`config.mk`:
```
export PLATFORM = sky130hd
export DESIGN_NAME = mac_seq_driver
export DESIGN_NICKNAME = d
export VERILOG_FILES = /design/src/rtl/mac_seq_driver.sv
export SDC_FILE = /design/constraint.sdc
export NUM_CORES = 1
export LEC_CHECK = 0
export CELL_PAD_IN_SITES_DETAIL_PLACEMENT = 1
export CELL_PAD_IN_SITES_GLOBAL_PLACEMENT = 1
export CORE_MARGIN = 5
export CORE_UTILIZATION = 30
export DETAILED_ROUTE_END_ITERATION = 10
export PLACE_DENSITY_LB_ADDON = 0.1
export SLEW_MARGIN = 5
export SYNTH_ARGS = -nofsm -noshare
export SYNTH_HDL_FRONTEND = slang
export SYNTH_SLANG_ARGS = --single-unit
```
`constraint.sdc`:
```
create_clock -name clk -period 7 [get_ports clk]
set_input_delay 1.4 -clock clk [delete_from_list [all_inputs] [get_ports clk]]
set_output_delay 1.4 -clock clk [all_outputs]
set_load 0.01 [all_outputs]
```
`src/rtl/mac_seq_driver.sv`:
```
// Sequencer that streams LEN operand pairs from two read ports into a MAC over
// its start/busy handshake and reports the accumulator change over the run.
module mac_seq_driver #(
    parameter int DATA_WIDTH = 32,
    parameter int ADDR_WIDTH = 8,
    parameter int TIMEOUT    = 64
) (
    input  logic                  clk,
    input  logic                  rst,
    input  logic                  go,
    input  logic [ADDR_WIDTH:0]   len,
    output logic [ADDR_WIDTH-1:0] rd_addr,
    input  logic [DATA_WIDTH-1:0] rd_a,
    input  logic [DATA_WIDTH-1:0] rd_b,
    output logic [DATA_WIDTH-1:0] mac_a,
    output logic [DATA_WIDTH-1:0] mac_b,
    output logic                  mac_start,
    input  logic                  mac_busy,
    input  logic [DATA_WIDTH-1:0] mac_dout,
    output logic                  busy,
    output logic                  done,
    output logic [DATA_WIDTH-1:0] result,
    output logic                  timeout_err
);

    localparam int CNT_W = (TIMEOUT < 2) ? 1 : $clog2(TIMEOUT);

    typedef enum logic [2:0] {
        S_IDLE, S_FETCH, S_LOAD, S_START, S_ACK, S_DRAIN, S_DONE
    } state_t;

    state_t                state, state_nxt;
    logic [ADDR_WIDTH:0]   len_q;
    logic [ADDR_WIDTH:0]   idx;
    logic [ADDR_WIDTH:0]   idx_inc;
    logic [DATA_WIDTH-1:0] base;
    logic [CNT_W-1:0]      ack_cnt;
    logic                  ack_expired;
    logic                  last_elem;

    // Wrapping difference keeps the run result independent of the MAC's
    // persistent accumulator contents.
    function automatic logic [DATA_WIDTH-1:0] acc_delta(
        input logic [DATA_WIDTH-1:0] now,
        input logic [DATA_WIDTH-1:0] start
    );
        return now - start;
    endfunction

    assign idx_inc     = idx + (ADDR_WIDTH+1)'(1);
    assign last_elem   = (idx_inc == len_q);
    assign ack_expired = (ack_cnt == CNT_W'(TIMEOUT - 1));
    assign rd_addr     = idx[ADDR_WIDTH-1:0];
    assign busy        = (state != S_IDLE);
    assign done        = (state == S_DONE);

    always_ff @(posedge clk or posedge rst) begin
        if (rst) begin
            state <= S_IDLE;
        end else begin
            state <= state_nxt;
        end
    end

    always_comb begin
        state_nxt = state;
        case (state)
            S_IDLE: begin
                if (go) begin
                    state_nxt = (len == '0) ? S_DONE : S_FETCH;
                end
            end
            S_FETCH: state_nxt = S_LOAD;
            S_LOAD:  state_nxt = S_START;
            S_START: state_nxt = S_ACK;
            S_ACK: begin
                if (mac_busy) begin
                    state_nxt = S_DRAIN;
                end else if (ack_expired) begin
                    state_nxt = S_DONE;
                end
            end
            S_DRAIN: begin
                if (!mac_busy) begin
                    state_nxt = last_elem ? S_DONE : S_FETCH;
                end
            end
            S_DONE:  state_nxt = S_IDLE;
            default: state_nxt = S_IDLE;
        endcase
    end

    // Operand stage: mac_a/mac_b captured from the read ports as mac_start is raised
    always_ff @(posedge clk or posedge rst) begin
        if (rst) begin
            len_q       <= '0;
            idx         <= '0;
            base        <= '0;
            ack_cnt     <= '0;
            mac_a       <= '0;
            mac_b       <= '0;
            mac_start   <= 1'b0;
            result      <= '0;
            timeout_err <= 1'b0;
        end else begin
            mac_start <= (state == S_LOAD);
            case (state)
                S_IDLE: begin
                    if (go) begin
                        timeout_err <= 1'b0;
                        idx         <= '0;
                        if (len != '0) begin
                            len_q <= len;
                            base  <= mac_dout;
                        end else begin
                            result <= '0;
                        end
                    end
                end
                S_LOAD: begin
                    mac_a <= rd_a;
                    mac_b <= rd_b;
                end
                S_START: ack_cnt <= '0;
                S_ACK: begin
                    if (!mac_busy) begin
                        if (ack_expired) begin
                            timeout_err <= 1'b1;
                            result      <= '0;
                        end else begin
                            ack_cnt <= ack_cnt + CNT_W'(1);
                        end
                    end
                end
                S_DRAIN: begin
                    if (!mac_busy) begin
                        idx <= idx_inc;
                        if (last_elem) begin
                            result <= acc_delta(mac_dout, base);
                        end
                    end
                end
                default: ;
            endcase
        end
    end

endmodule
```
==> summary.md <==
| Metric | Value |
|---|---|
| Status | completed |
| Initial antenna violation count | 1 |
| Setup TNS | 0 ns |
| CP Capture Type | flop |
| Detailed-route via count | 6356 |
| IO Pins | 217 |
| Post-route insts no fill | 1319 |
| # rows | 59 |
| Worst setup margin | 3.03 ns |
| Final Cell Area | 11000 um^2 |
| Total wire length | 23300 um |
| Final Max Slew Viols | 0 |
| Hold depth | 2 |
| Via density | 4.82 |
| Slew @ Worst Pin | 0.932 ns |
| CTS tree | yes |
| Fin crit period | 3.97 ns |
| # DRC | 0 |
| Endpoint, Worst Hold | result[25] |
| # fillers | 2936 |
| Most frequent cells in the layout | 216 x clkdlybuf4s50_1, 157 x dfrtp_1, 85 x nand2_1, 83 x o21ai_0, 75 x mux2_2 |
| PortBufs | 216 |
| Layout area overhead | 37.6% |
| Hold WS | 0.481 ns |
| Critical Path AT | 4.28 ns |
| Hold Path Class | flop to flop |
| Setup CP Type | input port to flop |
| Final hold vios | 0 |
| Congestion Overflow GR | 0 |
| Synth async-reset ratio | 100% |
| Pre-CTS WS | 2.58 ns |
| Nets | 1113 |
| R2R setup slack | 3.95 ns |
| HPWL after detailed placement | 17200 um |
| Post-synth EDFFs | 0 |
| MaxCap Viol Count | 0 |
| Placed Cells | 1286 |
| Vias in the first global route | 6592 |
| GPL Wtd Cong | 0.752 |
| Peak VDD IR | 148 uV |
| FF-to-FF End | base[31] |
| Post-CTS Hold Buffers | 0 |
| Pwr dens | 409 nW/um^2 |
| First-pass GRT wire length | 37700 um |
| Post-CTS Setup Bufs | 0 |
| RSZ-0062 raised after global routing | false |
| Post-synthesis cell type count | 64 |
| Core Region | 26200 um^2 |
| Clock root cell | clkbuf_16 |
| Leak pwr | 4.66 nW |
| Cells after Synth | 771 |
| Net Count, Synth | 914 |
| YS warnings | 0 |
| Slew headroom | 37.3% |
| Crit-path max FO | 4 |
| CTS Sinks | 157 |
| Pin count of the biggest net entering global routing | 66 |
| Die Y | 174 um |
| Final setup viols | 0 |
| DR iter-0 viols | 304 |
| Area of the die | 30100 um^2 |
| Clk_skew | 0.0107 ns |
| Sequential area share after synthesis | 48.9% |
| CTS max path bufs | 2 |
| Main synth FF type | dfrtp_1 |
| DRT antenna net count | 0 |
| Critical path launch point type | input port |
| Placed cell area | 10500 um^2 |
| All-Layer GR Usage | 15.5% |
| Worst flop-to-flop path startpoint | state[0] |
| FMAX | 0.252 GHz |
| Min-delay src | result[25] |
| Syn_area_per_cell | 10.4 um^2 |
| Post-CTS Resized | 0 |
| Die Span X | 174 um |
| Reg2Reg Depth | 5 |
| Clock transition at path regs | 0.07 ns |
| Synth Register Bits | 157 |
| WL/cell | 17.6 um |
| H-tree depth | 4 |
| Post-Syn Area | 8030 um^2 |
| Required time worst endpoint | 7.31 ns |
| Final Cycle Share | 56.7% |
| Total CTS buffers | 17 |
| Clk Latency, worst-skew pair | 0.43 ns |
| Layout cells sized above 1 | 12.8% |
| Most common cell after layout, fill and taps aside | clkdlybuf4s50_1 |
| Initial core utilization | 30.6% |
| Pre-Repair DR Iteration Count | 4 |
==> metrics by stage <==
step / total power [mW] / utilization (%)
after floorplan: 2.80 / -
after global placement: 3.59 / 39.9
after detailed placement: 3.62 / 39.9
after CTS: 4.60 / 42.1
after global routing: 4.86 / 42.1
final: 4.51 / 42.1
==> registers in the layout (all words and copies together), names as in the netlist <==
| register | cells |
|---|---|
| idx | 9 |
| result | 32 |
| base | 32 |
| len_q | 9 |
| state | 3 |
| ack_cnt | 6 |
| timeout_err | 1 |
| mac_start | 1 |
| mac_a | 32 |
| mac_b | 32 |
==> report_power, final <==
group	switching, mW	internal (mW)
logic	1.04	1.11
clock network	0.429	0.515
registers	0.174	1.24
==> synthesized netlist by cell type (all sizes together) (18+ instances only) <==
cell    instances  share of area [%]
xnor2          21                2.3
buf            18                1.6
nor2           36                1.7
dfrtp         157                 49
ha             33                5.1
mux2           75                 11
a21oi          32                2.0
a21o           19                1.8
nand2          85                4.0
clkbuf         24                1.1
xor2           23                2.5
o21ai          89                5.7
inv            46                2.2
==> how the worst max path moves through the flow <==
stage	startpoint	slack, ns	cells after the start	to
3_5_place_dp	mac_dout[0]	2.58	12	result[26]
4_1_cts	mac_dout[0]	3.03	12	result[26]
3_3_place_gp	mac_dout[0]	2.64	12	result[26]
5_1_grt	len[5]	2.86	10	result[30]
2_1_floorplan	rst	1.37	1	ack_cnt[0]
6_report	mac_dout[0]	3.03	12	result[26]
==> metal layers <==
layer / GRT usage, % / vias up / routed length (um)
li1: - / 3088 / -
met1: 21.1 / 3134 / 11000
met2: 25.3 / 122 / 11200
met3: 3.27 / 12 / 817
met4: 3.50 / 0 / 205
met5: 0 / - / 0
==> worst max-delay path: stages <==
cell	delay (ns)
clkdlybuf4s50_1	0.47
inv_1	0.05
ha_1	0.21
inv_1	0.08
fa_1	0.23
a211oi_1	0.11
o21a_1	0.23
or4_4	0.54
a32o_2	0.31
o21ai_4	0.24
a21oi_1	0.14
a32o_1	0.27
==> cell families after synthesis <==
logic type,after synthesis,share of synthesized area (%)
compound gates,190,14.6
fa+ha+maj,34,5.39
xor+xnor,44,4.80
simple gates,181,10.6
buf+inv,88,4.88
mux,77,10.8
flops,157,48.9
==> cell type report <==
type,count,area (um^2),share of cell area [%]
sequential,157,3930,35.6
antenna,1,2.50,0.0227
inverter,46,178,1.61
clock inverter,14,150,1.36
multi-input combinational,526,3720,33.7
clock buffer,18,439,3.98
timing repair buffer,222,2210,20.0
tap,335,419,3.80
Power figures use the tool's default switching activity.
